$ cat config.mk
export PLATFORM = sky130hd
export DESIGN_NAME = ex_muldiv_unit_flat
export DESIGN_NICKNAME = d
export VERILOG_FILES = /design/src/rtl/ex_muldiv_unit_if.sv /design/src/rtl/ex_muldiv_unit.sv /design/src/flat_wrapper.sv
export SDC_FILE = /design/constraint.sdc
export NUM_CORES = 1
export LEC_CHECK = 0
export ABC_AREA = 0
export CAP_MARGIN = 0
export CORE_UTILIZATION = 35
export DETAILED_ROUTE_END_ITERATION = 8
export GPL_ROUTABILITY_DRIVEN = 0
export PLACE_DENSITY = 0.51
export SLEW_MARGIN = 20
export SYNTH_ARGS = -nofsm -noshare
export SYNTH_HDL_FRONTEND = slang
export SYNTH_SLANG_ARGS = --single-unit
export TNS_END_PERCENT = 100
$ cat constraint.sdc
create_clock -name clk -period 12.95 [get_ports clk]
set_input_delay 1.9425 -clock clk [delete_from_list [all_inputs] [get_ports clk]]
set_output_delay 1.9425 -clock clk [all_outputs]
set_load 0.02 [all_outputs]
$ cat src/rtl/ex_muldiv_unit_if.sv
// rtl/ex_muldiv_unit_if.sv - pipeline-side bundle for the EX-stage multiply/divide unit
interface ex_muldiv_unit_if #(
  parameter int WIDTH = 32
);
  logic             start;
  logic [1:0]       op;
  logic [WIDTH-1:0] busAEx;
  logic [WIDTH-1:0] busBEx;
  logic             mtHi;
  logic             mtLo;
  logic             mfReq;
  logic [WIDTH-1:0] hi;
  logic [WIDTH-1:0] lo;
  logic             busy;
  logic             done;
  logic             stallReq;

  // Pipeline / ID-EX side drives requests and operands
  modport master (
    output start, op, busAEx, busBEx, mtHi, mtLo, mfReq,
    input  hi, lo, busy, done, stallReq
  );

  // Multiply/divide unit side
  modport slave (
    input  start, op, busAEx, busBEx, mtHi, mtLo, mfReq,
    output hi, lo, busy, done, stallReq
  );
endinterface

$ cat src/rtl/ex_muldiv_unit.sv
// rtl/ex_muldiv_unit.sv - iterative MULT/MULTU/DIV/DIVU unit owning HI/LO (optional MULDIV_EARLY_OUT_EN)
module ex_muldiv_unit #(
  parameter int WIDTH = 32,
  parameter int CNT_W = 6
) (
  input  logic             clk,
  input  logic             reset,
  ex_muldiv_unit_if.slave  bus
);

  typedef enum logic [1:0] {
    IDLE = 2'd0,
    CALC = 2'd1,
    FIX  = 2'd2
  } state_t;

  state_t               state;
  logic [CNT_W-1:0]     cnt;
  logic [WIDTH-1:0]     opa;       // |A|: multiplicand, or dividend kept for divide-by-zero
  logic [WIDTH-1:0]     opb;       // |B|: divisor
  logic [2*WIDTH-1:0]   acc;       // mul: {partial, multiplier}; div: {remainder, dividend/quotient}
  logic                 is_div;
  logic                 neg_q;     // negate product / quotient
  logic                 neg_r;     // negate remainder (sign of dividend)
  logic                 b_zero;
  logic [WIDTH-1:0]     hi_q;
  logic [WIDTH-1:0]     lo_q;
  logic                 busy_q;
  logic                 done_q;

  logic                 signed_in;
  logic                 div_in;
  logic                 sign_a;
  logic                 sign_b;
  logic [WIDTH-1:0]     mag_a;
  logic [WIDTH-1:0]     mag_b;
  logic                 early;

  logic [WIDTH:0]       mul_sum;
  logic [2*WIDTH-1:0]   mul_next;
  logic [WIDTH:0]       div_sh;
  logic [WIDTH:0]       div_diff;
  logic                 div_ok;
  logic [2*WIDTH-1:0]   div_next;

  logic [2*WIDTH-1:0]   prod_fix;
  logic [WIDTH-1:0]     quo_fix;
  logic [WIDTH-1:0]     rem_fix;
  logic [WIDTH-1:0]     dividend_orig;

  // Operand conditioning at accept: magnitudes only for the signed ops
  always_comb begin
    signed_in = ~bus.op[0];
    div_in    = bus.op[1];
    sign_a    = signed_in & bus.busAEx[WIDTH-1];
    sign_b    = signed_in & bus.busBEx[WIDTH-1];
    mag_a     = sign_a ? (~bus.busAEx + 1'b1) : bus.busAEx;
    mag_b     = sign_b ? (~bus.busBEx + 1'b1) : bus.busBEx;
  end

`ifdef MULDIV_EARLY_OUT_EN
  // Trivial results skip the iteration: zero divisor, or a zero multiply operand
  assign early = div_in ? (bus.busBEx == '0)
                        : ((bus.busAEx == '0) || (bus.busBEx == '0));
`else
  assign early = 1'b0;
`endif

  // One radix-2 step for each of multiply (shift-add) and divide (restoring)
  always_comb begin
    mul_sum  = {1'b0, acc[2*WIDTH-1:WIDTH]} + {1'b0, (acc[0] ? opa : {WIDTH{1'b0}})};
    mul_next = {mul_sum, acc[WIDTH-1:1]};
    div_sh   = acc[2*WIDTH-1:WIDTH-1];
    div_diff = div_sh - {1'b0, opb};
    div_ok   = ~div_diff[WIDTH];
    div_next = {(div_ok ? div_diff[WIDTH-1:0] : div_sh[WIDTH-1:0]),
                acc[WIDTH-2:0], div_ok};
  end

  // Sign correction of the finished magnitudes
  always_comb begin
    prod_fix      = neg_q ? (~acc + 1'b1) : acc;
    quo_fix       = neg_q ? (~acc[WIDTH-1:0] + 1'b1) : acc[WIDTH-1:0];
    rem_fix       = neg_r ? (~acc[2*WIDTH-1:WIDTH] + 1'b1) : acc[2*WIDTH-1:WIDTH];
    dividend_orig = neg_r ? (~opa + 1'b1) : opa;
  end

  // Control FSM with datapath registers and registered HI/LO/busy/done
  always_ff @(posedge clk or posedge reset) begin
    if (reset) begin
      state  <= IDLE;
      cnt    <= '0;
      opa    <= '0;
      opb    <= '0;
      acc    <= '0;
      is_div <= 1'b0;
      neg_q  <= 1'b0;
      neg_r  <= 1'b0;
      b_zero <= 1'b0;
      hi_q   <= '0;
      lo_q   <= '0;
      busy_q <= 1'b0;
      done_q <= 1'b0;
    end else begin
      done_q <= 1'b0;
      case (state)
        IDLE: begin
          if (bus.start) begin
            opa    <= mag_a;
            opb    <= mag_b;
            is_div <= div_in;
            neg_q  <= sign_a ^ sign_b;
            neg_r  <= sign_a;
            b_zero <= (bus.busBEx == '0);
            cnt    <= '0;
            busy_q <= 1'b1;
            if (div_in)
              acc <= {{WIDTH{1'b0}}, mag_a};
            else if (early)
              acc <= '0;
            else
              acc <= {{WIDTH{1'b0}}, mag_b};
            state  <= early ? FIX : CALC;
          end else begin
            if (bus.mtHi) hi_q <= bus.busAEx;
            if (bus.mtLo) lo_q <= bus.busAEx;
          end
        end
        CALC: begin
          acc <= is_div ? div_next : mul_next;
          if (cnt == CNT_W'(WIDTH - 1)) begin
            state <= FIX;
          end else begin
            cnt <= cnt + 1'b1;
          end
        end
        FIX: begin
          if (!is_div) begin
            hi_q <= prod_fix[2*WIDTH-1:WIDTH];
            lo_q <= prod_fix[WIDTH-1:0];
          end else if (b_zero) begin
            hi_q <= dividend_orig;
            lo_q <= '1;
          end else begin
            hi_q <= rem_fix;
            lo_q <= quo_fix;
          end
          done_q <= 1'b1;
          busy_q <= 1'b0;
          state  <= IDLE;
        end
        default: begin
          state  <= IDLE;
          busy_q <= 1'b0;
        end
      endcase
    end
  end

  assign bus.hi       = hi_q;
  assign bus.lo       = lo_q;
  assign bus.busy     = busy_q;
  assign bus.done     = done_q;
  assign bus.stallReq = busy_q & (bus.mfReq | bus.start | bus.mtHi | bus.mtLo);

endmodule
$ cat src/flat_wrapper.sv
// flat-port wrapper written by rule: the top's interface ports become plain ports
module ex_muldiv_unit_flat 
#(
  parameter int WIDTH = 32,
  parameter int CNT_W = 6
)
  (clk, reset, bus_start, bus_op, bus_busAEx, bus_busBEx, bus_mtHi, bus_mtLo, bus_mfReq, bus_hi, bus_lo, bus_busy, bus_done, bus_stallReq);
  ex_muldiv_unit_if #(.WIDTH(WIDTH)) bus_i ();
  input  logic clk;
  input  logic reset;
  input wire logic [$bits(bus_i.start)-1:0] bus_start;
  input wire logic [$bits(bus_i.op)-1:0] bus_op;
  input wire logic [$bits(bus_i.busAEx)-1:0] bus_busAEx;
  input wire logic [$bits(bus_i.busBEx)-1:0] bus_busBEx;
  input wire logic [$bits(bus_i.mtHi)-1:0] bus_mtHi;
  input wire logic [$bits(bus_i.mtLo)-1:0] bus_mtLo;
  input wire logic [$bits(bus_i.mfReq)-1:0] bus_mfReq;
  output wire logic [$bits(bus_i.hi)-1:0] bus_hi;
  output wire logic [$bits(bus_i.lo)-1:0] bus_lo;
  output wire logic [$bits(bus_i.busy)-1:0] bus_busy;
  output wire logic [$bits(bus_i.done)-1:0] bus_done;
  output wire logic [$bits(bus_i.stallReq)-1:0] bus_stallReq;
  assign bus_i.start = bus_start;
  assign bus_i.op = bus_op;
  assign bus_i.busAEx = bus_busAEx;
  assign bus_i.busBEx = bus_busBEx;
  assign bus_i.mtHi = bus_mtHi;
  assign bus_i.mtLo = bus_mtLo;
  assign bus_i.mfReq = bus_mfReq;
  assign bus_hi = bus_i.hi;
  assign bus_lo = bus_i.lo;
  assign bus_busy = bus_i.busy;
  assign bus_done = bus_i.done;
  assign bus_stallReq = bus_i.stallReq;
  ex_muldiv_unit #(.WIDTH(WIDTH), .CNT_W(CNT_W)) u_core (.clk(clk), .reset(reset), .bus(bus_i));
endmodule
==> results.toml, run 1 <==
[sta]
post-route-min-period_ns = 5.38
fin_crit_sh_pct = 41.6
worstMarginPinSlew_ns = 1.04
setup_tns_ns = 0
hold_viol = 0
slew_viol_final = 0
finClkSkew_ns = 0.0128
fmax_mhz = 186
slew_headroom_pct = 30.2
finalSetupViolCount = 0
rsz0062_at_grt = "false"
whs_ns = 0.477

[placement]
io_buffers = 138
dp_cells = 2803
dp_hpwl_um = 46300

[route]
drc = 0
drt_wl_total_um = 61300
vias_per_cell = 5.70
wl_per_cell_um = 21.5
drtAntennaViolNets = 0
via_count = 16300
initialDrtViolationCount = 1461
first_pass_iters = 6

[worst_setup_path]
slowest_stage = "clkdlybuf4s50_1"
arrival_ns = 3.44
cp-end-kind = "output pin"
worst_path_most_repeated_cell = "clkdlybuf4s50_1"
cp_max_fo = 5
start_kind = "input pin"
required_ns = 11.01
cp_slowest_stage_delay_ns = 0.54
path_cells = "clkdlybuf4s50_1 -> o41a_1 -> clkdlybuf4s50_1"
path_class = "in -> out"

[yosys]
yosysWarnings = 0
synth_enable_flop_cells = 0
synth_seq_cells = 206
synth_flop_cell = "dfrtp_1"
ys_top_cells_by_area = "dfrtp_1 (30%), o21ai_0 (8.3%), xnor2_1 (6.6%)"
syn-cell-area_sq_mm = 0.0171
synthCells = 2175
avgSynthCellArea_sq_um = 7.85
synth.top_cells.by_count = "nand2_1 (290), o21ai_0 (283), dfrtp_1 (206), nor2_1 (143)"
synth_top_area_cell = "dfrtp_1"
synth.distinct_cells = 75
synthArstFlopShare_pct = 100
synth_nets = 2319
yosys.area.top_type_share_pct = 30.2
yosysSeqAreaShare_pct = 30.2
post-synth-top-count-cell = "nand2_1"

[global_route]
grt_max_degree = 117
grt_overflow_total = 0
grtUsageTotal_pct = 24.4
first_global_vias = 15500
antenna_found_initial = 2
grt_first_pass_wirelength_um = 93800

[finish]
diodes = 0
multi_input_area_sq_mm = 0.0111
final.fill_count = 4922
drive_above_1_share_pct = 4.56
fin_nets = 2362
area_growth_pct = 16.1
final_cells = 2853
seqCellArea_sq_mm = 0.00516

[pwr]
vdd_ir_drop_max_v = 0.000165
power.density_mw_per_mm2 = 280
total_power_w = 0.00556
p_leak_nw = 8.17

[clock_network]
cts_tree = "built"
cts_inserted_buffers = 26
clock-root-buffer = "clkbuf_16"
h-tree-depth = 1
worstSkewPairLatency_ns = 0.56
postCtsHoldBufs = 0
cts_resized = 0
clk_pin_slew_ns = 0.06
cts_num_sinks = 206
cts_buffer_depth = 3
cts_setup_buffers = 0

[floorplan]
die_x_um = 223
dieHeight_um = 223
start_util_pct = 35.6
ios = 139
die_area_sq_mm = 0.0496
rows = 80
core_area_sq_mm = 0.0479

[flow_run]
cap_violations = 0

[min_path]
hold_class = "reg -> reg"

[outcome]
status = "finished clean"
power breakdown:
| part | total [W] | leakage (nW) | switching [W] | internal, W |
|---|---|---|---|---|
| combinational | 0.00337 | 5.17 | 0.00192 | 0.00145 |
| sequential | 0.00141 | 2.55 | 0.000455 | 0.000954 |
| clock | 0.000782 | 0.449 | 0.000311 | 0.000471 |
metrics by stage:
| step | setup WS (ns) | cell area, sq um | util, % |
|---|---|---|---|
| 2_1_floorplan | 5.38 | 17100 | - |
| 3_3_place_gp | 7.48 | 18900 | 39.3 |
| 3_5_place_dp | 7.36 | 18900 | 39.3 |
| 4_1_cts | 7.56 | 19800 | 41.2 |
| 5_1_grt | 7.51 | 19800 | 41.3 |
| 6_report | 7.57 | 19800 | 41.3 |
per-layer routing:
metal / part of all wire, % / up-vias / routed length (um) / track usage (%)
li1: - / 7792 / - / -
met1: 44 / 7918 / 27300 / 32.7
met2: 47 / 463 / 29000 / 40.7
met3: 5.3 / 85 / 3250 / 3.37
met4: 3.0 / 0 / 1840 / 6.72
met5: 0 / - / 0 / 0
worst max-delay path, delay by kind of cell:
family / cells / cell delay (ns)
compound gates: 1 / 0.45
buf+inv: 2 / 1.04
cell usage in the layout, fill, tap and decap left out, types with 34 or more instances in the layout:
cell type        count
a21o_1              35
a21oi_1            133
and2_1              37
clkdlybuf4s50_1    138
dfrtp_1            203
ha_1                70
inv_1               72
mux2i_1             66
nand2_1            289
nand2b_1            34
nor2_1             143
nor3_1              34
o21ai_0            283
o31ai_1             42
xnor2_1            128
xor2_1             106
cells by family after synthesis:
kind of cell,synth area share [%]
adders and majority gates,5.37
buffers and inverters,4.96
xor gates and xnor gates,12.1
DFF,30.2
AOI/OAI and AO/OA,24.8
and+or+nand+nor,18.5
muxes,4.07
flip-flops by register name, summed over array words and instances (netlist names), 2 cells and up:
| signal | count |
|---|---|
| u_core.bus.hi | 32 |
| u_core.state | 2 |
| u_core.bus.lo | 32 |
| u_core.opb | 32 |
| u_core.opa | 32 |
| u_core.cnt | 6 |
| u_core.acc | 64 |
area by class of cell:
cell class / instances / area share, %
flip-flops and latches: 206 / 26.0
multi-input cells: 1747 / 56.0
clock inverters: 6 / 0.423
inverters: 75 / 1.46
repair buffers: 162 / 8.08
clock buffers: 42 / 4.15
well taps: 615 / 3.88
path summary, 6_finish.rpt:
check / cells past startpoint / from / slack, ns / endpoint
max: 3 / bus_start / 7.57 / bus_stallReq
min: 2 / u_core.bus.lo[2] / 0.48 / u_core.bus.lo[2]
max reg2reg: 15 / u_core.acc[31] / 8.26 / u_core.acc[35]
min reg2reg: 2 / u_core.bus.lo[2] / 0.48 / u_core.bus.lo[2]
max in group asynchronous: 4 / reset / 8.94 / u_core.b_zero
min in group asynchronous: 2 / reset / 1.91 / u_core.bus.lo[9]
Power figures use the tool's default switching activity.
==> run 2: changes to the inputs <==
- PLACE_DENSITY: 0.51 -> 0.53
- clock period: 12.95 -> 4.5 ns (I/O delays scaled with it)
==> run 2 against run 1 <==
  * Total power rose to 2.9 times the previous value
  * Design area rose by 0.42%
  * Critical endpoint is now u_core.bus.hi[30]
  * Highest routed layer is now met5
  * Register-to-register slack lost 7.9 ns
  * Count of clock-buffer cells in the layout down 7
==> results.toml, run 2 (synthesized netlist as in run 1, its figures left out) <==
[global_route]
met3_usage_pct = 4.47
grt_max_degree = 98
antenna_found_initial = 3
grt_first_pass_wirelength_um = 94400
use_met1_pct = 33.0
grtUsageTotal_pct = 24.5
top_usage_layer = "met2"
first_global_vias = 15900
grt_overflow_total = 0
grtUsageMet2_pct = 38.7

[clock_network]
cts_num_sinks = 206
cts_buffer_depth = 3
clock-root-buffer = "clkbuf_16"
h-tree-depth = 1
clk_pin_slew_ns = 0.06
cts_tree = "built"
cts_inserted_buffers = 25
worstSkewPairLatency_ns = 0.56

[worst_setup_path]
crit_end = "u_core.bus.hi[30]"
required_ns = 4.92
ff2ff_path_depth = 12
path_class = "reg -> reg"
path_cells = "inv_1 -> ha_1 -> or3b_4 -> or3_4 -> or3_4 -> or4b_4 -> or4_4 -> o41ai_2 -> xor2_1 -> nor2_1 -> a211oi_1 -> nor2_1"
cp-end-kind = "flop"
cp_max_fo = 7
startpoint = "u_core.acc[33]"
arrival_ns = 4.56
r2r_setup_slack_ns = 0.36
slowest_stage = "or4_4"
r2r_start = "u_core.acc[33]"
cp_slowest_stage_delay_ns = 0.55
rr_endpoint = "u_core.bus.hi[30]"
start_kind = "flop"

[route]
wl_per_cell_um = 21.6
via_count = 16500
drtAntennaViolNets = 0
initialDrtViolationCount = 1346
vias_per_cell = 5.74
drt_wl_total_um = 62200
drc = 0
first_pass_iters = 6

[pwr]
total_power_w = 0.0160
p_sw_w = 0.00781
p_leak_nw = 8.22
clkPwrFrac_pct = 12.9
p_int_w = 0.00819
p_seq_share_pct = 26.0
pwr-share-comb_pct = 61.1
power.density_mw_per_mm2 = 804
sw_frac_of_total_pct = 48.8
vdd_ir_drop_max_v = 0.000523

[placement]
dp_hpwl_um = 47000
io_buffers = 138
dp_cells = 2830

[sta]
worstMarginPinSlew_ns = 1.08
fin_crit_sh_pct = 92.1
slew_headroom_pct = 28.2
hold_viol = 0
rsz0062_at_grt = "false"
slew_viol_final = 0
finalSetupViolCount = 0
post-route-min-period_ns = 4.14
finClkSkew_ns = 0.0248
fmax_mhz = 241

[finish]
final_cell_mix = "nand2_1 (288), o21ai_0 (282), dfrtp_1 (203)"
fin_nets = 2386
layout_commonest_cell = "nand2_1"
utilization_pct = 41.5
largest_reg_flops = 64
final_cells = 2875
top_register = "u_core.acc"
area_growth_pct = 16.6
drive_above_1_share_pct = 5.53

[outcome]
status = "finished clean"

[floorplan]
core_area_sq_mm = 0.0479
die_area_sq_mm = 0.0496
start_util_pct = 35.6
rows = 80
dieHeight_um = 223
die_x_um = 223
ios = 139

[min_path]
hold_class = "reg -> reg"

[flow_run]
cap_violations = 0
==> run 2: cell count changes in the layout (fill, tap and decap cells not counted), sizes merged <==
cell / before / now
inv: 75 / 74
clkinvlp: 0 / 2
clkinv: 4 / 6
diode: 0 / 1
buf: 24 / 49
clkbuf: 42 / 35
==> run 2: critical path: cells and delay by family, from the launching register on <==
family | cells | cell delay [ns]
AND/OR/NAND/NOR | 7 | 2.36
adder cells (fa/ha/maj) | 1 | 0.21
flip-flops | 1 | 0.46
buffers and inverters | 1 | 0.19
XOR/XNOR | 1 | 0.18
AO/OA/AOI/OAI | 2 | 0.59
==> run 2: worst min-delay path by stage <==
| stage | start | to | slack, ns | depth (start not counted) |
|---|---|---|---|---|
| floorplan | u_core.opb[10] | u_core.opb[10] | 0.45 | 2 |
| global placement | u_core.bus.lo[1] | u_core.bus.lo[1] | 0.46 | 2 |
| detailed placement | u_core.bus.lo[2] | u_core.bus.lo[2] | 0.47 | 2 |
| CTS | u_core.bus.lo[2] | u_core.bus.lo[2] | 0.48 | 2 |
| global route | u_core.bus.lo[8] | u_core.bus.lo[8] | 0.51 | 2 |
| finish | u_core.bus.lo[2] | u_core.bus.lo[2] | 0.47 | 2 |
==> run 2: what timing repair did <==
action,CTS,global route
buffers inserted,0,0
endpoints found under the hold margin,0,0
endpoints found under the setup margin,0,2
hold buffers,0,0
gates resized for setup,0,3
==> run 2: through the flow <==
step	setup TNS, ns	setup WS [ns]	hold WS (ns)	instance area (sq um)
finish	0	0.356	0.472	19900
global route	0	0.115	0.505	19900
CTS	0	0.208	0.482	19900
detailed placement	-0.255	-0.255	0.469	19100
global placement	-0.250	-0.250	0.461	19100
floorplan	0	0.753	0.450	17100
==> run 2: final cells by class <==
type	count	area, sq um
antenna	1	2.50
clock buffer	35	693
clock inverter	9	101
fill	4886	28000
inverter	75	285
multi-input combinational	1747	11100
sequential	206	5160
tap	615	769
timing repair buffer	187	1790
==> run 2: layer usage <==
layer	share of wire [%]	wire length [um]
met1	44	27500
met2	45	27900
met3	6.5	4030
met4	4.3	2680
met5	0.021	13
==> run 2: power groups by stage <==
stage               logic [W]  registers [W]  clock network, W
floorplan             0.00702        0.00372                 0
CTS                   0.00977        0.00413           0.00210
global route           0.0109        0.00426           0.00216
global placement      0.00961        0.00414                 0
finish                0.00978        0.00415           0.00206
detailed placement    0.00972        0.00416                 0
==> RTL change, RTL diff (settings of run 1) <==
`CNT_W` is set to 6 in 2 places; all go to 12.
--- a/src/rtl/ex_muldiv_unit.sv
+++ b/src/rtl/ex_muldiv_unit.sv
@@ -2,5 +2,5 @@
 module ex_muldiv_unit #(
   parameter int WIDTH = 32,
-  parameter int CNT_W = 6
+  parameter int CNT_W = 12
 ) (
   input  logic             clk,
--- a/src/flat_wrapper.sv
+++ b/src/flat_wrapper.sv
@@ -3,5 +3,5 @@
 #(
   parameter int WIDTH = 32,
-  parameter int CNT_W = 6
+  parameter int CNT_W = 12
 )
   (clk, reset, bus_start, bus_op, bus_busAEx, bus_busBEx, bus_mtHi, bus_mtLo, bus_mfReq, bus_hi, bus_lo, bus_busy, bus_done, bus_stallReq);
Formal check against the unedited RTL: no difference found for any inputs over 4 cycles, from zero or initial values and one cycle with reset high; that may be too few to reach the edited logic, so the function may still have changed.
==> RTL change against run 1 <==
Cell area rose by 2.2%; synthesized area rose by 3.3%; global-route usage rose by 0.17 points; routed wire length rose by 3.0%; combinational power fell by 1%; die area rose by 3.3%; total power rose by 1.2%; sequential cell count rose by 6; clock skew rose by 0.022 ns; clock power rose by 2%; count of clock-buffer cells in the layout fell by 4; setup slack got worse by 0.050 ns; utilization fell by 0.30 points.
==> RTL change: results (changes against run 1) <==
- The static leakage power is 8.29 nW (+1.4%).
- The synthesized netlist net count is 2,355 (+1.6%).
- The final-layout fill cell count is 5,088 (+3.4%).
- The share of the final layout cell area in sequential cells is 26.2% (+0.18 points).
- The worst hold path terminates at u_core.bus.lo[17].
- The multi-input combinational cell count was 1,783 (+2.1%).
- The global-route wire length before repair is 96,700 um (+3.1%).
- The final instance area is 20,300 um2 (+2.2%).
- The number of buffers other than clock buffers in the final layout is 164 (+1.2%).
- The worst hold path begins at u_core.bus.lo[17].
- The met1 track utilization from global routing was 33.7% (+0.99 points).
- The largest net degree at the start of global routing is 100 (-15%).
- The maximum cell stage delay along the critical path came to 0.56 ns (+0.02 ns).
- The vias after detailed routing is 16,753 (+3.0%).
- The post-place instance area came to 19,300 um2 (+2.6%).
- The flow ran to the end, and the final reports show no timing, DRC or antenna violations.
- The count of distinct cell types in the synthesized netlist is 88 (+17%).
- The via count of the first global-routing pass is 16,060 (+3.4%).
- The synthesized flop and latch total is 212 (+2.9%).
- The worst clock skew on the final layout is 0.0351 ns (+0.0223 ns).
- The detail-routed net length per standard cell came to 21.5 um (about the same).
- The iteration-0 DRC count of the detailed router is 1,373 (-6.0%).
- The share of the synthesized netlist area taken by xor and xnor gates is 11.6% (-0.44 points).
- The compound-cell area share of the yosys netlist is 24.0% (-0.77 points).
- The multiplexer area fraction after synthesis was 3.99% (-0.075 points).
- The actual slew at the worst max-slew pin is 1.03 ns (-0.0133 ns).
- The fraction of layout cells with a size suffix above 1 is 5.10% (+0.55 points).
- The met2 capacity usage during global routing is 39.3% (-1.4 points).
- The multi-input logic area is 11,400 um2 (+2.6%).
- In the synthesized netlist, the cells that appear most often are nand2_1 (294), o21ai_0 (288), dfrtp_1 (212).
- By area the synthesized netlist is led by dfrtp_1 (30%), o21ai_0 (8.2%), xnor2_1 (7.0%).
- The global routing usage on met3 was 3.46% (+0.088 points).
- The summed instance area of the synthesized netlist is 17,600 um2 (+3.3%).
- The post-placement cell count came to 2,889 (+3.1%).
- The worst setup slack for register-to-register paths is 8.03 ns (-0.23 ns).
- The worst flop-to-flop path startpoint is u_core.acc[0].
- The non-clock buffering overhead in the final layout is 7.76% (-0.32 points).
- The total half-perimeter wirelength after legalization and detailed placement is 47,200 um (+2.0%).
- The clock insertion delay at the later pin of the skew report is 0.58 ns (+0.02 ns).
- The clock tree buffer count of the final layout is 38 (-9.5%).
==> RTL change: cell types whose count changed after synthesis, sizes merged, moves of 9 or more <==
cell	delta
o21ai	+11
a21o	-14
xnor2	+11
inv	-9
xor2	-12
nor3	+9
buf	+21
clkbuf	-20
o221ai	+9
a22oi	+10
a21oi	+10
==> RTL change: through the flow <==
step / hold WS (ns) / worst slack (ns)
final: 0.482 / 7.52
after CTS: 0.488 / 7.51
after global placement: 0.467 / 7.49
after detailed placement: 0.472 / 7.48
after floorplan: 0.450 / 5.21
after global routing: 0.505 / 7.45
==> RTL change: power by group through the flow <==
stage,clock [mW],sequential (mW),combinational [mW]
floorplan,0,1.32,2.50
global placement,0,1.49,3.25
detailed placement,0,1.50,3.29
CTS,0.816,1.49,3.31
global route,0.844,1.54,3.69
finish,0.801,1.50,3.32
==> RTL change: routing by layer <==
metal,vias to the layer above,part of all wire [%]
li1,7951,-
met2,562,46
met1,8135,44
met5,-,0
met3,105,6.3
met4,0,3.6
